<file path="src/rtl/pot_weight_encoder.sv">
// Iterative signed-weight to power-of-two code encoder: scans the magnitude MSB-first,
// rounds to the nearest power of two (ties up), and reports zero and saturation.
module pot_weight_encoder #(
    parameter int IN_WIDTH         = 8,
    parameter int WEIGHT_BIT_WIDTH = 4
) (
    input  logic                        clk,
    input  logic                        rst_n,
    input  logic [IN_WIDTH-1:0]         in_weight,
    input  logic                        in_valid,
    output logic                        in_ready,
    output logic [WEIGHT_BIT_WIDTH-1:0] out_code,
    output logic                        out_zero,
    output logic                        out_sat,
    output logic                        out_valid,
    input  logic                        out_ready
);
    localparam int MAX_EXP = 2**(WEIGHT_BIT_WIDTH-1) - 1;
    localparam int IDX_W   = $clog2(IN_WIDTH);
    localparam int EXP_W   = IDX_W + 1;
    localparam int FLD_W   = WEIGHT_BIT_WIDTH - 1;

    typedef enum logic [1:0] {
        IDLE = 2'd0,
        SCAN = 2'd1,
        OUT  = 2'd2
    } state_t;

    state_t               state_r;
    state_t               state_s;
    logic                 sign_r;
    logic [IN_WIDTH-1:0]  mag_r;
    logic [IDX_W-1:0]     idx_r;
    logic                 load_s;
    logic                 finish_s;
    logic                 rnd_s;
    logic [EXP_W-1:0]     exp_s;
    logic                 sat_s;
    logic [FLD_W-1:0]     exp_field_s;
    logic [IN_WIDTH-1:0]  abs_s;

    assign in_ready  = (state_r == IDLE);
    assign out_valid = (state_r == OUT);

    // Next-state decode and handshake strobes.
    always_comb begin
        state_s  = state_r;
        load_s   = 1'b0;
        finish_s = 1'b0;
        case (state_r)
            IDLE: begin
                if (in_valid) begin
                    state_s = SCAN;
                    load_s  = 1'b1;
                end else begin
                    state_s = IDLE;
                end
            end
            SCAN: begin
                // Stop at the leading one, or at bit 0 when nothing was found.
                if (mag_r[idx_r] || (idx_r == {IDX_W{1'b0}})) begin
                    state_s  = OUT;
                    finish_s = 1'b1;
                end else begin
                    state_s = SCAN;
                end
            end
            OUT: begin
                if (out_ready) begin
                    state_s = IDLE;
                end else begin
                    state_s = OUT;
                end
            end
            default: begin
                state_s = IDLE;
            end
        endcase
    end

    // Magnitude, rounding bit and clamped exponent field for the current scan position.
    always_comb begin
        abs_s = in_weight;
        if (in_weight[IN_WIDTH-1]) begin
            abs_s = ~in_weight + IN_WIDTH'(1);
        end else begin
            abs_s = in_weight;
        end
        rnd_s = 1'b0;
        if (idx_r != {IDX_W{1'b0}}) begin
            rnd_s = mag_r[idx_r - IDX_W'(1)];
        end else begin
            rnd_s = 1'b0;
        end
        exp_s = EXP_W'(idx_r) + EXP_W'(rnd_s);
        sat_s = (int'(exp_s) > MAX_EXP);
        exp_field_s = FLD_W'(exp_s);
        if (sat_s) begin
            exp_field_s = {FLD_W{1'b1}};
        end else begin
            exp_field_s = FLD_W'(exp_s);
        end
    end

    // State register.
    always_ff @(posedge clk or negedge rst_n) begin
        if (!rst_n) begin
            state_r <= IDLE;
        end else begin
            state_r <= state_s;
        end
    end

    // Operand capture, scan index and registered result fields.
    always_ff @(posedge clk or negedge rst_n) begin
        if (!rst_n) begin
            sign_r   <= 1'b0;
            mag_r    <= {IN_WIDTH{1'b0}};
            idx_r    <= {IDX_W{1'b0}};
            out_code <= {WEIGHT_BIT_WIDTH{1'b0}};
            out_zero <= 1'b0;
            out_sat  <= 1'b0;
        end else begin
            if (load_s) begin
                sign_r <= in_weight[IN_WIDTH-1];
                mag_r  <= abs_s;
                idx_r  <= IDX_W'(IN_WIDTH - 1);
            end else if ((state_r == SCAN) && !finish_s) begin
                idx_r <= idx_r - IDX_W'(1);
            end
            if (finish_s) begin
                if (!mag_r[idx_r]) begin
                    out_code <= {WEIGHT_BIT_WIDTH{1'b0}};
                    out_zero <= 1'b1;
                    out_sat  <= 1'b0;
                end else begin
                    out_code <= {sign_r, exp_field_s};
                    out_zero <= 1'b0;
                    out_sat  <= sat_s;
                end
            end else if ((state_r == OUT) && out_ready) begin
                out_code <= {WEIGHT_BIT_WIDTH{1'b0}};
                out_zero <= 1'b0;
                out_sat  <= 1'b0;
            end
        end
    end
endmodule

</file>
<file path="config.mk">
export PLATFORM = sky130hd
export DESIGN_NAME = pot_weight_encoder
export DESIGN_NICKNAME = d
export VERILOG_FILES = /design/src/rtl/pot_weight_encoder.sv
export SDC_FILE = /design/constraint.sdc
export NUM_CORES = 1
export LEC_CHECK = 0
export BUFFER_PORTS_ARGS = -buffer_cell sky130_fd_sc_hd__buf_4
export CORE_MARGIN = 10
export CORE_UTILIZATION = 50
export DETAILED_ROUTE_END_ITERATION = 12
export PLACE_DENSITY_LB_ADDON = 0.1
export SYNTH_ARGS = -nofsm -noshare
export SYNTH_HDL_FRONTEND = slang
export SYNTH_SLANG_ARGS = --single-unit
</file>
<file path="constraint.sdc">
create_clock -name clk -period 5.73 [get_ports clk]
set_input_delay 0.2865 -clock clk [delete_from_list [all_inputs] [get_ports clk]]
set_output_delay 0.2865 -clock clk [all_outputs]
set_load 0.02 [all_outputs]
</file>
* Word level (Yosys, flattened, before mapping)
Index checks and enable logic that the tools add are counted.
** Operators by class
- $add $sub $neg :: 3
- Multiplexer cells :: 25
- Reductions and logical operators :: 9
- Eq/ne operators :: 2
- Bitwise gates (word level) :: 1
- Order comparisons :: 3
** Operator list (count)
- 1-bit 2-to-1 mux :: 13
- 4-bit 2-to-1 mux :: 3
- 3-bit 2-to-1 mux :: 3
- 8-bit by 1-bit adder with 8-bit output, second input constant :: 1
- 3-bit by 4-bit less-than comparator with 1-bit output, second input constant :: 2
- 8-bit 2-to-1 mux :: 1
- 8-bit NOT :: 1
- 1-bit binary-select mux with 3-bit select :: 2
- 2-bit one-hot mux with 3 select lines :: 1
- 3-bit by 1-bit adder with 4-bit output :: 1
- 4-bit by 3-bit greater-than comparator with 1-bit output, second input constant :: 1
- 2-bit 2-to-1 mux :: 2
- 2-bit nonzero test :: 2
- 3-bit zero test :: 1
- 3-bit nonzero test :: 1
- 3-bit by 1-bit subtractor with 3-bit output, second input constant :: 1
- 2-bit by 1-bit == test with 1-bit output, second input constant :: 1
- 2-bit == test, second input constant :: 1
- 1-bit logical AND :: 2
- 2-bit zero test :: 1
- 1-bit zero test :: 1
- 1-bit logical OR :: 1
** Storage, ports and cells
- Output and inout port bits :: 8
- Bits of input ports :: 12
- Word-level logic and storage cells :: 50
- Bits in registers :: 20

* Depth between registers and ports, before layout
- Word-level depth :: 9
- Mapped depth :: 12
- Mapped depth without buffers :: 11

* Least setup slack after synthesis
OpenSTA, ideal clock, no wires.
- Path type :: reg2reg
- From :: register idx_r[0]
- To :: register out_sat
- Data required time :: 5.608 ns
- Setup time :: 0.122 ns
- Period minus slack after synthesis :: 2.562 ns
- Arrival :: 2.440 ns
- Stages on the path, launching flop included :: 11
- Buffers on the path :: 1
- Slack :: 3.168 ns
- Cells stage by stage :: dfrtp_1 clkbuf_8 inv_1 ha_1 mux4_2 mux2_2 nand2_1 o21ai_0 ha_1 and3_2 a32o_1
** On the way
- Word-level cells in the longest chain between the ends :: 8
- Elaborated cells between the ends (all ways) :: 16
- Classes of those cells :: add/sub (2); order compare (1); mux (9); reduce/logical (4)
** RTL lines
- from (decl) :: RTL line 33 : logic [IDX_W-1:0] idx_r;
- from (signal assigned) :: RTL line 119 : idx_r <= {IDX_W{1'b0}};
- from (signal assigned) :: RTL line 127 : idx_r <= IDX_W'(IN_WIDTH - 1);
- from (signal assigned) :: RTL line 129 : idx_r <= idx_r - IDX_W'(1);
- 3-bit by 1-bit subtractor with 3-bit output :: RTL line 91 : rnd_s = mag_r[idx_r - IDX_W'(1)];
- 1-bit binary-select mux with 3-bit select :: RTL line 91
- 1-bit 2-to-1 mux (implied by the code) :: RTL line 91
- 1-bit 2-to-1 mux :: RTL line 90 : if (idx_r != {IDX_W{1'b0}}) begin
- 3-bit by 1-bit adder with 4-bit output :: RTL line 95 : exp_s = EXP_W'(idx_r) + EXP_W'(rnd_s);
- 4-bit by 3-bit greater-than comparator with 1-bit output :: RTL line 96 : sat_s = (int'(exp_s) > MAX_EXP);
- 1-bit 2-to-1 mux :: RTL line 132 : if (!mag_r[idx_r]) begin
- 1-bit 2-to-1 mux :: RTL line 131 : if (finish_s) begin
- to (signal assigned) :: RTL line 139 : out_sat <= sat_s;
- to (decl) :: RTL line 14 : output logic out_sat,
Parallel ways exist; a longest one is shown, timed or not. The select of a mux whose other input is x is not followed.
A chain may end at the register's enable or synchronous reset.

* Final worst setup path
- From :: register idx_r[1]
- To :: register out_sat
Same word-level chain as after synthesis.

==> results.json <==
{
  "avgSynthCellArea_um2": 10.2,
  "synth-compound-area-share_pct": 17.0,
  "wl_per_cell_um": 14.8,
  "cts.sinks": 20,
  "synth_nets": 142,
  "synth_edf_count": 0,
  "dr.pass1.iters": 4,
  "rows": 18,
  "period_share_pct": 50.5,
  "power_density_nw_per_um2": 526,
  "nFillCells": 221,
  "die_h_um": 70.6,
  "synth_warnings": 0,
  "async_flop_share_pct": 100,
  "cp.arrival_ns": 3.10,
  "grt_pass1_vias": 1030,
  "numPlacedInstances": 169,
  "worst_slew_pin_slew_ns": 0.501,
  "path_class": "reg2reg",
  "slew_headroom_pct": 66.5,
  "die_w_um": 70.6,
  "drc_errors": 0,
  "cts_made_buffers": 3,
  "muxShareOfSynthArea_pct": 13.3,
  "antenna_found_initial": 0,
  "leakagePower_nw": 0.709,
  "maxSlewViolCount": 0,
  "ys_types": 38,
  "syn_area_um2": 1280,
  "path_max_fanout": 10,
  "hold_violations": 0,
  "start_util_pct": 52.1,
  "place_area_um2": 1410,
  "ys_ff_latch": 20,
  "grt_usage_pct": 11.1,
  "synth_top_family_by_area": "compound AO/OA/AOI/OAI gates",
  "cts_tree": "done",
  "ys.flop_type": "dfrtp_1",
  "grt_remaining_overflow": 0,
  "fmax_mhz": 346,
  "diodes": 0,
  "ys_seq_area_share_pct": 39.1,
  "rsz0062_at_grt": "false",
  "status": "finished clean",
  "core_area_um2": 2450,
  "die-area_um2": 4980,
  "fin_cells": 174,
  "htree_num_levels": 1,
  "drt-initial-drc-count": 62,
  "syn_inst": 125,
  "period_needed_ns": 2.89,
  "grt_start_max_net_pins": 21,
  "skew_ns": 0.00366,
  "stdcell_area_um2": 1460,
  "syn_to_final_growth_pct": 14.1,
  "final.setup.tns_ns": 0,
  "yosysTopAreaCell": "dfrtp_1",
  "ios": 20,
  "synth_top_area_share_pct": 39.1,
  "synthAdderAreaFrac_pct": 4.89,
  "cts_resized": 0,
  "vdd_drop_max_mv": 0.350,
  "vias_per_cell": 5.48,
  "io_buffers": 19,
  "setup_viol": 0,
  "startpoint_type": "register",
  "ctsRootBufferMaster": "clkbuf_4",
  "ant_nets": 0,
  "clock_path_buffers": 2,
  "synth_xor_area_share_pct": 3.42,
  "hp-class": "in2reg",
  "nets": 162,
  "cp-end-kind": "register",
  "drive_gt1_share_pct": 25.7,
  "max-cap-violations": 0,
  "cp.required_ns": 5.93,
  "layout_common_cells": "dfrtp_1, buf_4, nand2_1",
  "gp_congestion": 0.780,
  "layout_commonest_cell": "dfrtp_1",
  "grt_pass1_wl_um": 4700,
  "yosys-top-cells-area": "dfrtp_1, nand2_1, o21ai_0",
  "dp_hpwl_um": 2010,
  "insertion_delay_ns": 0.31,
  "yosys.area_share.simple_pct": 16.9,
  "vias": 954,
  "finalWirelength_um": 2570,
  "clk_pin_slew_ns": 0.12
}
==> layer usage <==
layer	track usage, %	wire (um)
met1	13.6	1210
met2	17.9	1220
met3	4.32	122
met4	2.58	19
met5	0	0
==> what timing repair did <==
item | 4_1_cts | 5_1_grt
hold buffers | 1 | 0
buffers inserted | 0 | 0
endpoints found under the setup margin | 0 | 0
hold endpoints to repair | 20 | 0
==> per-stage QoR <==
stage | total power [mW] | worst slack (ns) | hold WS (ns) | utilization [%]
final | 0.769 | 2.84 | 0.264 | 59.5
after global routing | 0.845 | 2.67 | 0.281 | 59.5
after CTS | 0.776 | 2.84 | 0.265 | 59.5
after detailed placement | 0.692 | 2.87 | 0.183 | 57.6
after global placement | 0.681 | 2.97 | 0.179 | 57.6
after floorplan | 0.591 | 3.17 | -0.00909 | -
==> logic make-up after synthesis <==
kind of cell,Yosys count
and+or+nand+nor,44
AOI/OAI and AO/OA,28
DFF,20
muxes,12
buffers and inverters,11
xor gates and xnor gates,5
adders and majority gates,5
==> cell usage after synthesis, types with 2 or more instances <==
master	instances
a22o_1	2
a32o_1	2
clkbuf_1	2
clkbuf_8	2
dfrtp_1	20
ha_1	5
inv_1	6
mux2_2	3
mux2i_1	5
mux4_2	2
nand2_1	18
nand3_1	2
nor2_1	10
nor2b_1	2
nor3_1	2
o21ai_0	13
o2bb2ai_1	4
o31ai_1	2
xor2_1	4
==> state kept, by name, indices dropped and copies added, names as in the netlist <==
signal    cells
out_code      4
state_r       2
out_zero      1
idx_r         3
sign_r        1
mag_r         8
out_sat       1
==> power by group <==
part | switching (mW) | internal [mW] | total, mW
logic | 0.212 | 0.209 | 0.422
registers | 0.0635 | 0.200 | 0.263
clock network | 0.0449 | 0.0388 | 0.0837
total | 0.321 | 0.448 | 0.769
==> area by class of cell <==
cell class                      count  area, um2  area share (%)
Multi-Input combinational cell     94        711            48.7
Sequential cell                    20        500            34.3
Timing Repair Buffer               20        153            10.5
Tap cell                           30       37.5            2.57
Clock buffer                        4       36.3            2.49
Inverter                            6       22.5            1.54
==> worst paths after layout <==
path / end / cells after the start / slack (ns) / startpoint
hold reg to reg: out_code[1] / 1 / 0.51 / out_code[1]
max in group asynchronous: mag_r[5] / 2 / 5.15 / rst_n
setup reg to reg: out_sat / 9 / 2.84 / idx_r[1]
min in group asynchronous: mag_r[3] / 2 / 0.38 / rst_n
setup / recovery: out_sat / 9 / 2.84 / idx_r[1]
hold / removal: mag_r[2] / 3 / 0.26 / in_weight[2]
==> worst max-delay path, cell delays in order (launching register included) <==
cell and delay [ns]:
dfrtp_1 0.61, inv_1 0.15, ha_1 0.38, mux4_2 0.53, mux2_2 0.28, nand2_1 0.06
o21ai_0 0.08, ha_1 0.22, and3_2 0.24, a32o_1 0.25
Note: power is estimated with default switching activity, not from simulation.
